**config.mk**
```make
export PLATFORM = sky130hd
export DESIGN_NAME = multicycle_controller
export DESIGN_NICKNAME = d
export VERILOG_FILES = /design/src/rtl/multicycle_controller.sv
export SDC_FILE = /design/constraint.sdc
export NUM_CORES = 1
export LEC_CHECK = 0
export ABC_AREA = 0
export CAP_MARGIN = 5
export CORE_ASPECT_RATIO = 1.5
export CORE_MARGIN = 4
export CORE_UTILIZATION = 41
export CTS_BUF_LIST = sky130_fd_sc_hd__clkbuf_4
export CTS_CLUSTER_DIAMETER = 50
export DETAILED_ROUTE_END_ITERATION = 8
export PLACE_DENSITY = 0.8
export RECOVER_POWER = 100
export SYNTH_ARGS = -nofsm -noshare
export SYNTH_HDL_FRONTEND = slang
export SYNTH_SLANG_ARGS = --single-unit
```
**constraint.sdc**
```tcl
create_clock -name clk -period 1.8 [get_ports clk]
set_input_delay 0.45 -clock clk [delete_from_list [all_inputs] [get_ports clk]]
set_output_delay 0.45 -clock clk [all_outputs]
set_load 0.05 [all_outputs]
```
**src/rtl/multicycle_controller.sv**
```systemverilog
// multicycle_controller: control FSM for the multi-cycle RV32I datapath.
// It sequences the shared ALU, the unified instruction/data memory port,
// the IR/OldPC/ALUOut/Data registers and the register file.
// Supported instructions are lw, sw, R-type, I-type ALU, beq and jal.
//
// Optional feature macro: MC_MEM_WAIT_EN. When it is defined, the input
// mem_ready is added and FETCH/MEMREAD/MEMWRITE wait for it.
//
// Ports:
//   clk, rst_n              clock (rising edge), async active-low reset
//   op, funct3, funct7b5    instruction fields from the IR
//   Zero                    ALU zero flag, sampled in BEQ
//   mem_ready               memory handshake (MC_MEM_WAIT_EN only)
//   PCWrite, AdrSrc, MemWrite, IRWrite, RegWrite   datapath enables
//   ResultSrc, ALUSrcA, ALUSrcB, ImmSrc, ALUControl datapath selects
//   illegal_op              pulse in DECODE for an unsupported opcode
//   instr_done              pulse on the last cycle of each instruction
module multicycle_controller #(
  parameter int STATE_W = 4
) (
  input  logic       clk,
  input  logic       rst_n,
  input  logic [6:0] op,
  input  logic [2:0] funct3,
  input  logic       funct7b5,
  input  logic       Zero,
`ifdef MC_MEM_WAIT_EN
  input  logic       mem_ready,
`endif
  output logic       PCWrite,
  output logic       AdrSrc,
  output logic       MemWrite,
  output logic       IRWrite,
  output logic       RegWrite,
  output logic [1:0] ResultSrc,
  output logic [1:0] ALUSrcA,
  output logic [1:0] ALUSrcB,
  output logic [2:0] ImmSrc,
  output logic [2:0] ALUControl,
  output logic       illegal_op,
  output logic       instr_done
);

  typedef enum logic [STATE_W-1:0] {
    FETCH    = STATE_W'(0),
    DECODE   = STATE_W'(1),
    MEMADR   = STATE_W'(2),
    MEMREAD  = STATE_W'(3),
    MEMWB    = STATE_W'(4),
    MEMWRITE = STATE_W'(5),
    EXECR    = STATE_W'(6),
    EXECI    = STATE_W'(7),
    ALUWB    = STATE_W'(8),
    BEQ      = STATE_W'(9),
    JAL      = STATE_W'(10)
  } state_t;

  localparam logic [6:0] OP_LW  = 7'b0000011;
  localparam logic [6:0] OP_SW  = 7'b0100011;
  localparam logic [6:0] OP_R   = 7'b0110011;
  localparam logic [6:0] OP_I   = 7'b0010011;
  localparam logic [6:0] OP_BEQ = 7'b1100011;
  localparam logic [6:0] OP_JAL = 7'b1101111;

  // Per-state (Moore) controls, registered together with the state.
  typedef struct packed {
    logic       adr_src;
    logic       mem_write;
    logic       ir_write;
    logic       reg_write;
    logic [1:0] result_src;
    logic [1:0] alu_src_a;
    logic [1:0] alu_src_b;
    logic [1:0] alu_op;
    logic       pc_update;
    logic       branch;
  } ctl_t;

  state_t state, state_nxt;
  ctl_t   ctl;
  logic   mem_ok;
  logic   op_ok;

`ifdef MC_MEM_WAIT_EN
  assign mem_ok = mem_ready;
`else
  assign mem_ok = 1'b1;
`endif

  function automatic ctl_t moore(state_t s);
    ctl_t c;
    c = '0;
    case (s)
      FETCH: begin
        c.ir_write = 1'b1; c.alu_src_b = 2'b10;
        c.result_src = 2'b10; c.pc_update = 1'b1;
      end
      DECODE:   begin c.alu_src_a = 2'b01; c.alu_src_b = 2'b01; end
      MEMADR:   begin c.alu_src_a = 2'b10; c.alu_src_b = 2'b01; end
      MEMREAD:  c.adr_src = 1'b1;
      MEMWB:    begin c.result_src = 2'b01; c.reg_write = 1'b1; end
      MEMWRITE: begin c.adr_src = 1'b1; c.mem_write = 1'b1; end
      EXECR:    begin c.alu_src_a = 2'b10; c.alu_op = 2'b10; end
      EXECI: begin
        c.alu_src_a = 2'b10; c.alu_src_b = 2'b01; c.alu_op = 2'b10;
      end
      ALUWB:    c.reg_write = 1'b1;
      BEQ:      begin c.alu_src_a = 2'b10; c.alu_op = 2'b01; c.branch = 1'b1; end
      JAL: begin
        c.alu_src_a = 2'b01; c.alu_src_b = 2'b10; c.pc_update = 1'b1;
      end
      default: c = '0;
    endcase
    return c;
  endfunction

  assign op_ok = (op == OP_LW) || (op == OP_SW) || (op == OP_R) ||
                 (op == OP_I)  || (op == OP_BEQ) || (op == OP_JAL);

  always_comb begin
    state_nxt = FETCH;
    case (state)
      FETCH:    state_nxt = mem_ok ? DECODE : FETCH;
      DECODE: begin
        case (op)
          OP_LW, OP_SW: state_nxt = MEMADR;
          OP_R:         state_nxt = EXECR;
          OP_I:         state_nxt = EXECI;
          OP_BEQ:       state_nxt = BEQ;
          OP_JAL:       state_nxt = JAL;
          default:      state_nxt = FETCH;
        endcase
      end
      MEMADR:   state_nxt = (op == OP_LW) ? MEMREAD : MEMWRITE;
      MEMREAD:  state_nxt = mem_ok ? MEMWB : MEMREAD;
      MEMWRITE: state_nxt = mem_ok ? FETCH : MEMWRITE;
      EXECR, EXECI, JAL: state_nxt = ALUWB;
      default:  state_nxt = FETCH;  // MEMWB, ALUWB, BEQ and unused codes
    endcase
  end

  // State and Moore controls share one register so the controls always
  // match the state they describe, including straight out of reset.
  always_ff @(posedge clk or negedge rst_n) begin
    if (!rst_n) begin
      state <= FETCH;
      ctl   <= moore(FETCH);
    end else begin
      state <= state_nxt;
      ctl   <= moore(state_nxt);
    end
  end

  // Only the FETCH update waits on memory; the JAL PC update does not.
  assign PCWrite   = (ctl.pc_update & ((state != FETCH) | mem_ok)) |
                     (ctl.branch & Zero);
  assign IRWrite   = ctl.ir_write & mem_ok;
  assign AdrSrc    = ctl.adr_src;
  assign MemWrite  = ctl.mem_write;
  assign RegWrite  = ctl.reg_write;
  assign ResultSrc = ctl.result_src;
  assign ALUSrcA   = ctl.alu_src_a;
  assign ALUSrcB   = ctl.alu_src_b;

  always_comb begin
    ImmSrc = 3'b000;
    case (op)
      OP_SW:   ImmSrc = 3'b001;
      OP_BEQ:  ImmSrc = 3'b010;
      OP_JAL:  ImmSrc = 3'b011;
      default: ImmSrc = 3'b000;
    endcase
  end

  always_comb begin
    ALUControl = 3'b000;
    case (ctl.alu_op)
      2'b01: ALUControl = 3'b001;
      2'b10: begin
        case (funct3)
          // op[5] separates R-type from I-type: addi never subtracts.
          3'b000:  ALUControl = (op[5] & funct7b5) ? 3'b001 : 3'b000;
          3'b010:  ALUControl = 3'b101;
          3'b110:  ALUControl = 3'b011;
          3'b111:  ALUControl = 3'b010;
          default: ALUControl = 3'b000;
        endcase
      end
      default: ALUControl = 3'b000;
    endcase
  end

  assign illegal_op = (state == DECODE) & ~op_ok;
  assign instr_done = (state == MEMWB) | (state == ALUWB) | (state == BEQ) |
                      ((state == MEMWRITE) & mem_ok) | illegal_op;

endmodule

```
**After elaboration in Yosys (flattened, before gate mapping)**

Cells that the tools add are included.

- Equality and inequality tests: 31
- Multiplexer cells: 17
- Bitwise operators: 9
- Reduce and logical (&&, ||, !) cells: 17

Operator list:

| cell | number |
|---|---|
| $pmux 4 s5 | 2 |
| $eq 4x3->1 const B | 8 |
| $eq 4x4->1 const B | 6 |
| $eq 4x2->1 const B | 4 |
| $pmux 2 s2 | 4 |
| $eq 7x6->1 const B | 2 |
| $eq 7x7->1 const B | 2 |
| $pmux 3 s4 | 1 |
| $reduce_or 2->1 | 6 |
| $eq 4x1->1 const B | 2 |
| $logic_not 4->1 | 2 |
| $eq 7x2->1 const B | 1 |
| $eq 7x5->1 const B | 1 |
| $mux 1 | 7 |
| $eq 3x3->1 const B | 2 |
| $pmux 2 s3 | 1 |
| $pmux 3 s2 | 1 |
| $reduce_or 3->1 | 2 |
| $logic_or 1x1->1 | 5 |
| $or 1x1->1 | 5 |
| $reduce_or 4->1 | 1 |
| $and 1x1->1 | 3 |
| $eq 3x2->1 const B | 1 |
| $logic_not 3->1 | 1 |
| 4 further kinds | 4 |

- Register bits: 18
- Input port bits: 14
- Output and inout port bits: 19
- Logic and storage cells: 85

**Depth between registers and ports, before layout**

- Depth after elaboration: 9
- Depth in mapped cells: 6
- Gate-level depth less buffers: 5

**Least setup slack after synthesis**

Ideal clock, no wire load.

- Path kind: flip-flop to output port
- Start point: register ctl[2] (netlist bit)
- End point: output port ALUControl[2]
- Data arrival time: 2.164 ns
- Required time: 1.350 ns
- Slack: -0.814 ns
- Cell stages (with the launch flop): 4
- Path buffers: 0
- Path through: dfrtp_1 inv_1 ha_1 nor4_1

- Cells in the longest elaborated chain, start to end: 2
- Elaborated cells on any way between the ends: 3
- Classes of those cells: eq/ne (2); mux (1)

RTL lines:

| item | RTL line | source |
|---|---|---|
| from (decl) | 80 | `ctl_t ctl;` |
| from (signal assigned) | 147 | `ctl <= moore(FETCH);` |
| from (signal assigned) | 150 | `ctl <= moore(state_nxt);` |
| $eq 2x2->1 / $eq 2x1->1 (equally long branches) | 177 | `case (ctl.alu_op)` |
| $pmux 3 s2 * | 177 |  |
| to (decl) | 39 | `output logic [2:0] ALUControl,` |

Every way passes the cells marked *; elsewhere a longest branch is shown, timed or not.

**Final worst setup path**

- Start point: register state[3]
- End point: output port illegal_op

- Cells in the longest elaborated chain, start to end: 2

RTL lines:

| item | RTL line | source |
|---|---|---|
| from (decl) | 79 | `state_t state, state_nxt;` |
| from (signal assigned) | 149 | `state <= state_nxt;` |
| $eq 4x1->1 | 193 | `assign illegal_op = (state == DECODE) & ~op_ok;` |
| $and 1x1->1 | 193 |  |
| to (decl) | 40 | `output logic illegal_op,` |

Every way passes these cells.

==> impl_metrics.env <==
export IMPL_status="finished with violations"
export IMPL_violations="setup timing"
export IMPL_first_pass_iters=4
export IMPL_synth_mux_area_frac=0.01213
export IMPL_clockBufferDepth=2
export IMPL_cts_root_buf="clkbuf_4"
export IMPL_io_pins=33
export IMPL_hold_viol=0
export IMPL_synth_compound_area_share=0.1361
export IMPL_synth_common_cells="dfrtp_1, nor2_1, buf_4"
export IMPL_slew_headroom=0.4607
export IMPL_finalWirelength_um=2908
export IMPL_fin_crit_ns=2.049
export IMPL_power_density_mw_per_mm2=1076
export IMPL_setup_ws_ns=-0.2489
export IMPL_ys_ff_latch=16
export IMPL_yosys_area_share_simple=0.2790
export IMPL_power_leakage_nw=0.8066
export IMPL_tightest_slew_ns=0.8090
export IMPL_synth_avg_cell_area_um2=10.55
export IMPL_place_area_mm2=0.001500
export IMPL_htree_levels=1
export IMPL_drtAntennaViolNets=0
export IMPL_final_area_mm2=0.001710
export IMPL_cts_sinks=16
export IMPL_irDropWorstVdd_v=0.001048
export IMPL_areaGrowthSynthToFinish_pct=84.23
export IMPL_yosysMostFrequentCell="dfrtp_1"
export IMPL_setup_tns_final_ns=-0.8413
export IMPL_drive_gt1_frac=0.5584
export IMPL_die_area_mm2=0.003106
export IMPL_synth_adder_area_share=0.02695
export IMPL_end_kind="output pin"
export IMPL_grt_pass1_vias=994
export IMPL_synthCells=88
export IMPL_synth_edff_count=0
export IMPL_dp_slack_ns=-0.6105
export IMPL_netlist_top_cells_area="dfrtp_1, buf_4, dfstp_2"
export IMPL_setup_viol=7
export IMPL_cts_buffers=3
export IMPL_setup_worst_path_class="flop to output pin"
export IMPL_synth_xor_area_frac=0.01887
export IMPL_wl_per_cell_um=16.52
export IMPL_dp_hpwl_um=2040
export IMPL_place_congestion=0.8850
export IMPL_netlist_area_leader_share=0.3774
export IMPL_final_util=0.8137
export IMPL_critPathRequiredTime_ns=1.35
export IMPL_num_vias=952
export IMPL_crit_path_start_kind="flop"
export IMPL_drv_slew=0
export IMPL_die_width_um=46.86
export IMPL_coreArea_mm2=0.002102
export IMPL_hp_class="input port to flop"
export IMPL_worstSkewPairLatency_ns=0.31
export IMPL_viasPerCell=5.409
export IMPL_cts_tree="yes"
export IMPL_portBuffers=31
export IMPL_nFillCells=114
export IMPL_synth_top_family_by_area="simple AND/OR/NAND/NOR gates"
export IMPL_skew_ns=0.01055
export IMPL_yosysSeqAreaShare=0.4340
export IMPL_yosysTopAreaCell="dfrtp_1"
export IMPL_chipHeight_um=66.28
export IMPL_drc=0
export IMPL_antenna_cells=0
export IMPL_cp_arrival_ns=1.60
export IMPL_syn_area_um2=928.4
export IMPL_grt_pass1_wl_um=4505
export IMPL_maxCapViolations=0
export IMPL_grt_total_usage=0.2058
export IMPL_max_freq_mhz=488.1
export IMPL_nets=171
export IMPL_start_util=0.4417
export IMPL_rsz0062_at_grt="true"
export IMPL_overflow=0
export IMPL_synth_ff_type="dfrtp_1"
export IMPL_grt_max_degree=17
export IMPL_antenna_found_initial=0
export IMPL_finalCritPeriodShare=1.138
export IMPL_ys_types=41
export IMPL_syn_nets=104
export IMPL_drt_iter0_drc=24
export IMPL_async_reset_ff_frac=1.000
export IMPL_cts_reportedPaths_clkPinSlew_ns=0.09
export IMPL_cp_max_fo=2
export IMPL_row_count=20
export IMPL_synth_warnings=0
[path summary, 6_finish.rpt]
path | start | to | slack [ns] | cells past startpoint
setup reg to reg | state[3] | ALUSrcA[1] | -0.15 | 6
hold reg to reg | state[0] | ResultSrc[0] | 0.72 | 2
setup / recovery | state[3] | illegal_op | -0.25 | 4
min in group asynchronous | rst_n | ctl[0] | 0.74 | 2
hold / removal | op[4] | MemWrite | 0.52 | 3
max in group asynchronous | rst_n | ctl[3] | 0.55 | 2
[critical path, cell delays in order, from the launching register on]
cell and delay (ns):
dfrtp_1 0.42, nor4b_4 0.34, nor3b_4 0.28, buf_6 0.13
buf_12 0.12
[power breakdown]
| part | switching (mW) | internal (mW) |
|---|---|---|
| combinational | 0.617 | 0.536 |
| clock | 0.119 | 0.0812 |
| sequential | 0.0492 | 0.439 |
[stage by stage]
step	hold slack, ns	std cells	total power, mW
3_5_place_dp	0.6960	155	1.608
6_report	0.5230	176	1.841
2_1_floorplan	0.1544	88	1.125
3_3_place_gp	0.6921	155	1.589
4_1_cts	0.4706	171	1.832
5_1_grt	0.5454	176	1.911
[sequential cells by signal, summed over array words and instances, names as in the netlist]
register,flops
RegWrite,1
ResultSrc,1
ALUSrcB,1
IRWrite,1
MemWrite,1
ctl,4
state,4
AdrSrc,1
ALUSrcA,2
[routing by layer]
metal  part of all wire  track usage  vias to the layer above
met2               0.56       0.3793                       39
li1                   -            -                      440
met1               0.34       0.1942                      463
met5                  0            0                        -
met3              0.067      0.03542                       10
met4              0.028       0.1246                        0
[placed cells by master (no fill, tap or decap), types with 2 or more instances in the layout]
cell type      Yosys  final
nor2_1            10      7
dfrtp_1           14     14
nor3b_1            3      2
nor2_2             0      3
dlygate4sd2_1      0      3
and4_4             1      2
clkbuf_4           0      3
clkbuf_1           0      8
buf_6              0      9
or3_1              2      2
o21ai_0            2      2
buf_4              8     31
buf_12             0     11
and3_2             2      2
nand3b_1           2      2
buf_2              0      4
dfstp_2            2      2
a21oi_4            1      2
nor3b_4            0      2
inv_1              6      5
[repair_timing]
action / in CTS / in global routing
endpoints found under the setup margin: 12 / 9
gates cloned: 0 / 0
pin swaps: 14 / 14
hold buffers: 0 / 0
resized for setup: 48 / 11
setup buffers: 12 / 6
hold endpoints to repair: 0 / 0
[area by class of cell]
| type | count | area, um2 | area share |
|---|---|---|---|
| Clock inverter | 1 | 3.754 | 0.002195 |
| Timing Repair Buffer | 70 | 675.6 | 0.3950 |
| Clock buffer | 3 | 22.52 | 0.01317 |
| Inverter | 6 | 22.52 | 0.01317 |
| Sequential cell | 16 | 402.9 | 0.2356 |
| Multi-Input combinational cell | 58 | 555.5 | 0.3248 |
| Tap cell | 22 | 27.53 | 0.01609 |
[cells by family after synthesis]
| logic type | after synthesis |
|---|---|
| AO/OA/AOI/OAI | 16 |
| XOR/XNOR | 2 |
| adder cells (fa/ha/maj) | 2 |
| buffers and inverters | 14 |
| flip-flops | 16 |
| multiplexers | 1 |
| other | 1 |
| AND/OR/NAND/NOR | 36 |
(Power assumes the default switching activity.)
